File: src/rtl/trdb_pkg.sv
// Shared trigger codes, FSM state encoding and default widths for the trace
// trigger unit and the encoder filter that consumes its codes.
package trdb_pkg;

    localparam int TRDB_XLEN  = 32;
    localparam int TRDB_CNT_W = 8;

    localparam logic [3:0] TRIG_NONE      = 4'd0;
    localparam logic [3:0] TRIG_TRACE_ON  = 4'd2;
    localparam logic [3:0] TRIG_TRACE_OFF = 4'(3'd3);

    typedef enum logic [1:0] {
        IDLE   = 2'd0,
        ARMED  = 2'd1,
        ACTIVE = 2'd2,
        DONE   = 2'd3
    } trig_state_e;

endpackage

File: src/rtl/trdb_addr_cmp.sv
// Valid-qualified full-width equality compare of a retired instruction address
// against a latched reference address.
module trdb_addr_cmp
    import trdb_pkg::*;
#(
    parameter int XLEN = TRDB_XLEN
) (
    input  logic            valid_i,
    input  logic [XLEN-1:0] addr_i,
    input  logic [XLEN-1:0] ref_i,
    output logic            match_o
);

    assign match_o = valid_i && (addr_i == ref_i);

endmodule

File: src/rtl/trdb_trigger_unit.sv
// Trace trigger unit: counts start-address hits, then sequences trace-on /
// trace-off codes through an IDLE/ARMED/ACTIVE/DONE state machine.
module trdb_trigger_unit
    import trdb_pkg::*;
#(
    parameter int XLEN  = TRDB_XLEN,
    parameter int CNT_W = TRDB_CNT_W
) (
    input  logic             clk_i,
    input  logic             rst_ni,
    input  logic             trig_enable_i,
    input  logic             trig_oneshot_i,
    input  logic [XLEN-1:0]  start_addr_i,
    input  logic [XLEN-1:0]  stop_addr_i,
    input  logic [CNT_W-1:0] start_count_i,
    input  logic             inst_valid_i,
    input  logic [XLEN-1:0]  iaddr_i,
    output logic [3:0]       trigger_o,
    output logic [1:0]       state_o,
    output logic [CNT_W-1:0] hit_count_o
);

    trig_state_e      state_q;
    logic [3:0]       trigger_q;
    logic [CNT_W-1:0] hit_cnt_q;
    logic [XLEN-1:0]  start_addr_q;
    logic [XLEN-1:0]  stop_addr_q;
    logic [CNT_W-1:0] start_count_q;
    logic             oneshot_q;

    logic             start_hit;
    logic             stop_hit;
    logic [CNT_W:0]   hit_cnt_d;
    logic [CNT_W:0]   threshold;

    trdb_addr_cmp #(.XLEN(XLEN)) u_start_cmp (
        .valid_i (inst_valid_i),
        .addr_i  (iaddr_i),
        .ref_i   (start_addr_q),
        .match_o (start_hit)
    );

    trdb_addr_cmp #(.XLEN(XLEN)) u_stop_cmp (
        .valid_i (inst_valid_i),
        .addr_i  (iaddr_i),
        .ref_i   (stop_addr_q),
        .match_o (stop_hit)
    );

    // A programmed count of zero behaves as one; the extra bit keeps the
    // increment from wrapping before the compare.
    assign hit_cnt_d = (CNT_W+1)'(hit_cnt_q) + (CNT_W+1)'(1);
    assign threshold = (start_count_q == '0) ? (CNT_W+1)'(1)
                                             : (CNT_W+1)'(start_count_q);

    always_ff @(posedge clk_i or negedge rst_ni) begin
        if (!rst_ni) begin
            state_q       <= IDLE;
            trigger_q     <= TRIG_NONE;
            hit_cnt_q     <= '0;
            start_addr_q  <= '0;
            stop_addr_q   <= '0;
            start_count_q <= '0;
            oneshot_q     <= 1'b0;
        end else begin
            trigger_q <= TRIG_NONE;
            case (state_q)
                IDLE: begin
                    if (trig_enable_i) begin
                        start_addr_q  <= start_addr_i;
                        stop_addr_q   <= stop_addr_i;
                        start_count_q <= start_count_i;
                        oneshot_q     <= trig_oneshot_i;
                        hit_cnt_q     <= '0;
                        state_q       <= ARMED;
                    end
                end
                ARMED: begin
                    if (!trig_enable_i) begin
                        hit_cnt_q <= '0;
                        state_q   <= IDLE;
                    end else if (start_hit) begin
                        if (hit_cnt_d >= threshold) begin
                            trigger_q <= TRIG_TRACE_ON;
                            hit_cnt_q <= '0;
                            state_q   <= ACTIVE;
                        end else begin
                            hit_cnt_q <= hit_cnt_d[CNT_W-1:0];
                        end
                    end
                end
                ACTIVE: begin
                    // Disarming while tracing forces a trace-off so the filter
                    // is never left on.
                    if (!trig_enable_i) begin
                        trigger_q <= TRIG_TRACE_OFF;
                        state_q   <= IDLE;
                    end else if (stop_hit) begin
                        trigger_q <= TRIG_TRACE_OFF;
                        state_q   <= oneshot_q ? DONE : ARMED;
                    end
                end
                DONE: begin
                    if (!trig_enable_i) begin
                        state_q <= IDLE;
                    end
                end
                default: state_q <= IDLE;
            endcase
        end
    end

    assign trigger_o   = trigger_q;
    assign state_o     = state_q;
    assign hit_count_o = hit_cnt_q;

endmodule
File: config.mk
export PLATFORM = sky130hd
export DESIGN_NAME = trdb_trigger_unit
export DESIGN_NICKNAME = d
export VERILOG_FILES = /design/src/rtl/trdb_pkg.sv /design/src/rtl/trdb_addr_cmp.sv /design/src/rtl/trdb_trigger_unit.sv
export SDC_FILE = /design/constraint.sdc
export NUM_CORES = 1
export LEC_CHECK = 0
export ABC_AREA = 0
export CORE_ASPECT_RATIO = 0.75
export CORE_MARGIN = 2
export CORE_UTILIZATION = 39
export CTS_CLUSTER_DIAMETER = 200
export DETAILED_ROUTE_END_ITERATION = 7
export PLACE_DENSITY = 0.7
export SYNTH_ARGS = -nofsm -noshare
export SYNTH_HDL_FRONTEND = slang
export SYNTH_SLANG_ARGS = --single-unit
File: constraint.sdc
create_clock -name clk_i -period 2.75 [get_ports clk_i]
set_clock_uncertainty 0.15 [all_clocks]
set_input_delay 0.4125 -clock clk_i [delete_from_list [all_inputs] [get_ports clk_i]]
set_output_delay 0.4125 -clock clk_i [all_outputs]
set_load 0.01 [all_outputs]
==> impl_metrics.csv, run 1 <==
group,metric,value,unit
power,peakVddDrop,430,uV
place,place_ws,-0.0854,ns
power,seq_power_share,0.402,
cts,cts.sinks,85,
floorplan,start_util,0.402,
floorplan,die_w,127,um
logic_synthesis,synth_top_family_by_area,"multiplexers",
route,drt_wl_total,10.4,mm
sta,fin_crit,2.64,ns
logic_synthesis,syn_avg_cell_area,12.3,um2
worst_setup_path,arrival,2.74,ns
power,power.density,880,nW/um2
grt,grt_pass1_wl,16.7,mm
route,ant_nets,0,
sta,finalHoldViolCount,0,
power,combPwrFrac,0.372,
logic_synthesis,synth_area_leader_cell,"dfrtp_1",
logic_synthesis,synth_top_area_share,0.480,
floorplan,chipHeight,96.4,um
floorplan,ios,123,
route,wl_per_cell,16.3,um
logic_synthesis,yosys_warnings,0,
power,clockPowerShare,0.225,
route,dr.pass1.iters,6,
floorplan,die-area,12300,um2
worst_setup_path,critPathRequiredTime,2.86,ns
power,p_leak,2.56,nW
worst_hold_path,hp-start,"start_addr_q[22]$_DFFE_PN0P_",
finish,design_area,6230,um2
finish,drive_above_1_share,0.238,
place,place_area,5860,um2
cts,clk_path_buf_depth,2,
sta,rsz0062_at_grt,"false",
logic_synthesis,ys_seq_area_frac,0.480,
worst_setup_path,critPathMaxFanout,7,
logic_synthesis,synth_seq_cells,85,
cts,insertion_delay,0.33,ns
grt,antenna_found_initial,0,
logic_synthesis,synth_edf_count,0,
finish,n_antenna_cell,0,
floorplan,num_rows,33,
place,portBuffers,120,
cts,clk_pin_slew,0.06,ns
worst_setup_path,end_kind,"flop",
finish,nets,617,
logic_synthesis,synth-compound-area-share,0.0463,
logic_synthesis,synth_top_cells_by_area,"dfrtp_1, mux2_2, xnor2_1",
logic_synthesis,synth-simple-area-share,0.0722,
cts,htreeDepth,3,
route,vias,3174,
sta,drv_slew,0,
logic_synthesis,synth.most_common_cell,"dfrtp_1",
logic_synthesis,synthAdderAreaFrac,0.0367,
outcome,status,"finished, final reports clean",
grt,grt_pass1_vias,3313,
sta,setup_viol,0,
worst_setup_path,startpoint,"hit_count_o[0]$_DFFE_PN0P_",
logic_synthesis,synthMuxAreaShare,0.201,
route,drc,0,
floorplan,coreArea,11000,um2
logic_synthesis,synth_common_cells,"dfrtp_1, mux2_2, xnor2_1, inv_1",
finish,fillCellCount,972,
power,intPower,3.79,mW
grt,grt_start_max_net_pins,44,
flow_run,maxCapViolations,0,
place,hpwl,8.22,mm
logic_synthesis,synth-async-reset-ratio,1.00,
cts,cts_tree,"yes",
logic_synthesis,ys_types,39,
worst_setup_path,crit_type,"flop to flop",
finish,area_growth_syn_to_layout,40.5,%
logic_synthesis,synth_xor_area_frac,0.134,
logic_synthesis,syn-instance-count,361,
worst_setup_path,critPathLaunchType,"flop",
sta,period_share,0.958,
route,vias_per_cell,4.96,
sta,setup_slack,0.115,ns
logic_synthesis,ys_dominant_reg_cell,"dfrtp_1",
place,gp_congestion,0.880,
power,power_switching,1.69,mW
cts,cts-root-buf,"clkbuf_16",
grt,grt.overflow.total,0,
route,drt-initial-drc-count,106,
power,swShare,0.309,
sta,slew_headroom,0.615,
worst_hold_path,hp-class,"flop to flop",
logic_synthesis,syn_area,4440,um2
grt,grt_usage,0.180,
cts,numCtsBuffers,9,
worst_setup_path,reg2reg_from,"hit_count_o[0]$_DFFE_PN0P_",
sta,fmax,379,MHz
sta,worstMarginPinSlew,0.578,ns
==> what timing repair did <==
item,CTS,global route
hold buffers,1,0
setup buffers,0,1
hold endpoints to repair,42,0
resized for setup,0,10
endpoints found under the setup margin,0,9
==> metal layers <==
| metal | track usage | up-vias | part of all wire |
|---|---|---|---|
| li1 | - | 1526 | - |
| met2 | 0.270 | 87 | 0.43 |
| met1 | 0.258 | 1552 | 0.51 |
| met4 | 0.0412 | 0 | 0.0083 |
| met5 | 0 | - | 0 |
| met3 | 0.0534 | 9 | 0.057 |
==> per-stage QoR <==
step	power [mW]	hold WS [ns]	TNS, ns	util	instances
after floorplan	3.61	-0.0331	0	-	362
after global placement	4.18	0.293	-0.239	0.532	622
after CTS	5.52	0.365	0	0.561	639
final	5.48	0.361	0	0.565	640
after detailed placement	4.26	0.294	-0.257	0.532	622
after global routing	5.86	0.384	0	0.565	640
==> power groups by stage <==
stage	Clock, mW	Combinational (mW)	Sequential [mW]
finish	1.24	2.04	2.21
global route	1.32	2.26	2.28
CTS	1.28	2.04	2.21
detailed placement	0	2.03	2.23
global placement	0	1.99	2.19
floorplan	0	1.46	2.15
==> layout by cell type (no fill, tap or decap), drive strengths merged <==
master	instances
mux2	74
and3	5
nand4	14
o2111ai	1
bufinv	1
xor2	6
a2111o	2
nor2	8
dlygate4sd3	1
mux2i	6
clkbuf	11
inv	20
a21oi	5
dfrtp	85
nor4	3
o21bai	1
a21boi	2
a211o	1
or2b	1
nand2	9
a211oi	2
ha	13
clkdlybuf4s50	119
a22o	2
xnor2	62
conb	2
o2bb2ai	1
or3	1
a21o	1
clkinv	2
nor3b	2
o21ai	6
clkinvlp	2
nand3	8
nor3	4
a41o	1
a31oi	2
a31o	1
buf	13
==> sequential cells by signal, summed over array words and instances (netlist names) <==
name,count
state_o,2
start_addr_q,32
trigger_o,2
hit_count_o,8
stop_addr_q,32
oneshot_q,1
start_count_q,8
==> cell type report <==
class / count / area, um2 / share of cell area
Tap cell: 140 / 175 / 0.0281
Clock inverter: 5 / 58.8 / 0.00944
Timing Repair Buffer: 133 / 1310 / 0.210
Inverter: 20 / 75.1 / 0.0121
Clock buffer: 11 / 253 / 0.0406
Multi-Input combinational cell: 246 / 2230 / 0.358
Sequential cell: 85 / 2130 / 0.342
==> path summary, 6_finish.rpt <==
path / to / slack, ns / cells after the start
worst max register to register: hit_count_o[2]$_DFFE_PN0P_ / 0.11 / 12
worst min register to register: start_addr_q[22]$_DFFE_PN0P_ / 0.36 / 1
worst max-delay path: hit_count_o[2]$_DFFE_PN0P_ / 0.11 / 12
worst min-delay path: start_addr_q[22]$_DFFE_PN0P_ / 0.36 / 1
min in group asynchronous: hit_count_o[6]$_DFFE_PN0P_ / 0.46 / 2
max in group asynchronous: stop_addr_q[14]$_DFFE_PN0P_ / 1.33 / 3
==> cells by family (layout without fill, tap and decap cells) <==
logic type                 Yosys count  in the layout
other                                1              2
muxes                               80             80
xor gates and xnor gates            68             68
buffers and inverters               31            169
DFF                                 85             85
and+or+nand+nor                     55             55
adders and majority gates           13             13
AOI/OAI and AO/OA                   28             28
==> critical path, stage by stage (launching register included) <==
cell       delay [ns]
dfrtp_2          0.41
ha_1             0.21
and3_1           0.15
buf_4            0.15
xor2_1           0.14
ha_1             0.29
nand4_1          0.11
nor2_2           0.05
a211o_2          0.37
nor2_4           0.10
buf_4            0.16
and3_1           0.16
o2bb2ai_1        0.11
(Power assumes the default switching activity.)
==> inputs of run 2 (changes only) <==
- CTS_CLUSTER_DIAMETER: 200 -> default
==> results of run 2 <==
Final layout, timing and power as in run 1 (identical DEF).
==> inputs of run 3 (changes only) <==
- ABC_CLOCK_PERIOD_IN_PS: default -> 2750
- CORE_ASPECT_RATIO: 0.75 -> 0.5
- CORE_MARGIN: 2 -> default
==> impl_metrics.csv, run 3 (synthesis gave the netlist of run 1 again) <==
group,metric,value,unit
worst_setup_path,ff2ff_setup_slack,0.10,ns
place,portBuffers,120,
route,wl_per_cell,15.8,um
floorplan,die_w,153,um
sta,fin_setup_tns,0,ns
worst_hold_path,hp-start,"start_count_q[1]$_DFFE_PN0P_",
worst_setup_path,critPathLaunchType,"flop",
grt,grt_start_max_net_pins,70,
cts,cts_tree,"yes",
route,met1Wirelength,4.53,mm
route,met3_length,369,um
route,dr.pass1.iters,6,
sta,finalHoldViolCount,0,
cts,clk_pin_slew,0.06,ns
worst_setup_path,reg2reg_from,"hit_count_o[0]$_DFFE_PN0P_",
cts,numCtsBuffers,9,
cts,cts-root-buf,"clkbuf_16",
place,gp_congestion,0.863,
outcome,violations,"DRC",
finish,nets,619,
worst_hold_path,hp-class,"flop to flop",
floorplan,num_rows,27,
finish,top_regs,"start_addr_q (32), stop_addr_q (32)",
worst_hold_path,min_to,"start_count_q[1]$_DFFE_PN0P_",
route,wl_met2,5.20,mm
grt,grt_pass1_wl,16.9,mm
sta,worst_hold_slack,0.359,ns
route,ant_nets,0,
power,peakVddDrop,334,uV
flow_run,maxCapViolations,0,
worst_setup_path,reg2reg_depth,11,
power,total_power,5.46,mW
worst_setup_path,critPathRequiredTime,2.86,ns
sta,slew_headroom,0.637,
worst_setup_path,crit_type,"flop to flop",
power,p_leak,2.56,nW
sta,setup_viol,0,
sta,period_share,0.963,
grt,grt_pass1_vias,3346,
finish,n_antenna_cell,0,
sta,drv_slew,0,
finish,register_area,2130,um2
sta,worstMarginPinSlew,0.544,ns
place,place_ws,-0.0764,ns
sta,rsz0062_at_grt,"true",
grt,grt.overflow.total,0,
finish,final_common_cell,"clkdlybuf4s50_1",
worst_setup_path,arrival,2.76,ns
floorplan,start_util,0.402,
route,drt-initial-drc-count,124,
route,drt_wl_total,10.2,mm
floorplan,die-area,11800,um2
sta,fmax,378,MHz
worst_setup_path,r2r_end,"state_o[0]$_DFFE_PN0P_",
floorplan,coreArea,11000,um2
finish,area_growth_syn_to_layout,40.8,%
route,vias_per_cell,4.85,
grt,grt_usage,0.188,
cts,htreeDepth,3,
cts,clk_path_buf_depth,2,
power,power.density,874,nW/um2
floorplan,chipHeight,77.4,um
sta,setup_slack,0.101,ns
route,drc,3,
worst_setup_path,end_kind,"flop",
worst_hold_path,holdPathStages,1,
route,top_layer_used,"met4",
cts,cts.sinks,85,
cts,insertion_delay,0.34,ns
sta,fin_crit,2.65,ns
finish,drive_above_1_share,0.237,
grt,antenna_found_initial,0,
worst_setup_path,critPathMaxFanout,4,
finish,layout_common_cells,"clkdlybuf4s50_1, dfrtp_1, mux2_2, xnor2_1, inv_1",
route,vias,3136,
place,hpwl,7.84,mm
floorplan,ios,123,
finish,multi_input_area,2230,um2
finish,fillCellCount,967,
outcome,status,"finished, violations left",
==> run 3: critical path, cell delays in order (launching register included) <==
cell,delay (ns)
dfrtp_2,0.41
ha_1,0.20
and3_1,0.15
buf_4,0.15
xor2_1,0.14
ha_1,0.28
nand4_1,0.08
nor2_1,0.15
a211o_2,0.18
nor2_4,0.04
a2111o_1,0.43
a211oi_2,0.21
==> run 3: cell type report <==
| class | instances | area share |
|---|---|---|
| Clock buffer | 12 | 0.0395 |
| Clock inverter | 4 | 0.00761 |
| Inverter | 20 | 0.0120 |
| Multi-Input combinational cell | 246 | 0.357 |
| Sequential cell | 85 | 0.341 |
| Tap cell | 145 | 0.0290 |
| Timing Repair Buffer | 135 | 0.214 |
==> run 3: stage by stage <==
stage                     area, um2  utilization  instances
after floorplan                4440            -        362
after global placement         5890        0.533        628
after detailed placement       5890        0.533        628
after CTS                      6200        0.561        645
after global routing           6250        0.566        647
final                          6250        0.566        647
==> run 3: worst max path at each step <==
stage / startpoint / end / slack, ns / cells after the start
global route: hit_count_o[0]$_DFFE_PN0P_ / state_o[0]$_DFFE_PN0P_ / -0.02 / 11
floorplan: hit_count_o[1]$_DFFE_PN0P_ / state_o[0]$_DFFE_PN0P_ / 0.01 / 11
finish: hit_count_o[0]$_DFFE_PN0P_ / state_o[0]$_DFFE_PN0P_ / 0.10 / 11
global placement: iaddr_i[31] / hit_count_o[3]$_DFFE_PN0P_ / -0.0009 / 8
CTS: start_count_q[4]$_DFFE_PN0P_ / hit_count_o[2]$_DFFE_PN0P_ / 0.04 / 10
detailed placement: iaddr_i[31] / hit_count_o[3]$_DFFE_PN0P_ / -0.08 / 8
==> run 3: repair_timing <==
| item | CTS | global route |
|---|---|---|
| buffers inserted | 0 | 2 |
| pin swaps | 0 | 1 |
| hold endpoints to repair | 38 | 0 |
| hold buffers | 1 | 0 |
| cloned | 0 | 0 |
| endpoints found under the setup margin | 1 | 9 |
| resized for setup | 1 | 9 |
==> run 3: per-layer routing <==
metal	global-route usage	vias to the layer above
li1	-	1527
met1	0.233	1536
met2	0.326	64
met3	0.0453	9
met4	0.0586	0
met5	0	-
==> run 3: power by group <==
group / switching (mW) / internal, mW / leakage, nW
sequential: 0.381 / 1.83 / 1.02
clock: 0.488 / 0.726 / 0.143
combinational: 0.815 / 1.22 / 1.41
==> edit, RTL diff (settings of run 3) <==
Add an input register stage for `start_addr_i`, without a reset; this delays it by one clock. The other inputs are not delayed to match.
--- a/src/rtl/trdb_trigger_unit.sv
+++ b/src/rtl/trdb_trigger_unit.sv
@@ -20,4 +20,10 @@
     output logic [CNT_W-1:0] hit_count_o
 );
+
+    logic [XLEN-1:0] start_addr_r;
+
+    always_ff @(posedge clk_i) begin
+        start_addr_r <= start_addr_i;
+    end
 
     trig_state_e      state_q;
@@ -68,5 +74,5 @@
                 IDLE: begin
                     if (trig_enable_i) begin
-                        start_addr_q  <= start_addr_i;
+                        start_addr_q  <= start_addr_r;
                         stop_addr_q   <= stop_addr_i;
                         start_count_q <= start_count_i;
Function: changed (a bounded check fails within 4 cycles, from zero or initial values and one cycle with rst_ni low).
==> edit against run 3 <==
The run ends with setup timing left. Design area up 21%. Synthesized area is 14% higher. Sequential power grew 23%. Critical path depth stayed put. Wire length is 14% higher. Critical endpoint unchanged. Total power rose by 32%. Worst setup slack lost 180 ps. Sequential cell count grew 32.
==> edit: results <==
{
  "drive_gt1_share_pct": 29.86,
  "setup_ws_ps": -74.32,
  "synth-xor-area-share_pct": 12.15,
  "grt_pass1_wl_um": 18450,
  "antenna_found_initial": 0,
  "wl_met3_um": 387,
  "p_seq_mw": 2.72,
  "largestRegisters": "start_addr_q (32), start_addr_r (32), stop_addr_q (32)",
  "viasPerCell": 4.715,
  "setup_viol": 5,
  "hpwl_um": 8567,
  "vdd_drop_max_uv": 421.2,
  "h-tree-depth": 4,
  "worst_pin_slew_ps": 524.1,
  "violations": "setup timing",
  "synth.area.top_cells": "dfrtp_1 42%, mux2_2 16%, dfxtp_1 13%, xor2_1 8.3%, xnor2_1 3.8%",
  "clkLatencyLatePin_ps": 410,
  "synth_compound_area_share_pct": 3.768,
  "nFillCells": 988,
  "remaining_drc_errors": 0,
  "critPathArrivalTime_ps": 3000,
  "worstHoldPathType": "input port to flip-flop",
  "cts_setup_buffers": 1,
  "cts_made_buffers": 17,
  "synthCells": 388,
  "wl_met2_um": 5869,
  "start_util_pct": 41.40,
  "post-place-ws_ps": -401.3,
  "routedWlPerCell_um": 15.76,
  "multi_input_area_um2": 2260,
  "status": "finished, violations left",
  "drtIter0Drc": 111,
  "fin_setup_tns_ps": -267.0,
  "wirelength_met1_um": 5225,
  "p_total_mw": 7.191,
  "holdWs_ps": 294.3,
  "nets": 685,
  "leakagePower_nw": 3.211,
  "cts_resized": 2,
  "place_area_um2": 6795,
  "grt_usage_pct": 18.76,
  "grt_max_degree": 40,
  "cpMaxStageDelayCell": "dfrtp_1",
  "place_inst": 707,
  "r2r_start": "hit_count_o[1]",
  "synth_commonest_cells": "85 x dfrtp_1, 73 x mux2_2, 48 x xor2_1",
  "p_int_mw": 5.185,
  "ys_seq_area_share_pct": 54.83,
  "totalWireLength_um": 11680,
  "synth_adder_area_share_pct": 3.223
}
==> edit: cell types whose count changed after synthesis, moves of 4 or more <==
cell	run 3	this run
and3_1	5	1
nand4_1	13	8
dfxtp_1	0	32
nor4_1	3	15
xor2_1	6	48
o41ai_1	0	4
xnor2_1	62	22
==> edit: routing by layer <==
layer,up-vias,GRT usage [%]
met2,64,31.11
met4,0,8.785
li1,1719,-
met1,1694,23.41
met3,17,4.745
met5,-,0
==> edit: cell type report <==
type	count	area share (%)
Multi-Input combinational cell	240	29.93
Clock buffer	25	6.827
Clock inverter	7	1.856
Timing Repair Buffer	168	21.01
Inverter	19	0.9445
Sequential cell	117	36.70
Tap cell	165	2.734
==> edit: logic make-up after synthesis <==
logic type      count (synthesis)
flops                         117
mux                            81
xor+xnor                       70
simple gates                   50
buf+inv                        32
compound gates                 24
fa+ha+maj                      13
other cells                     1
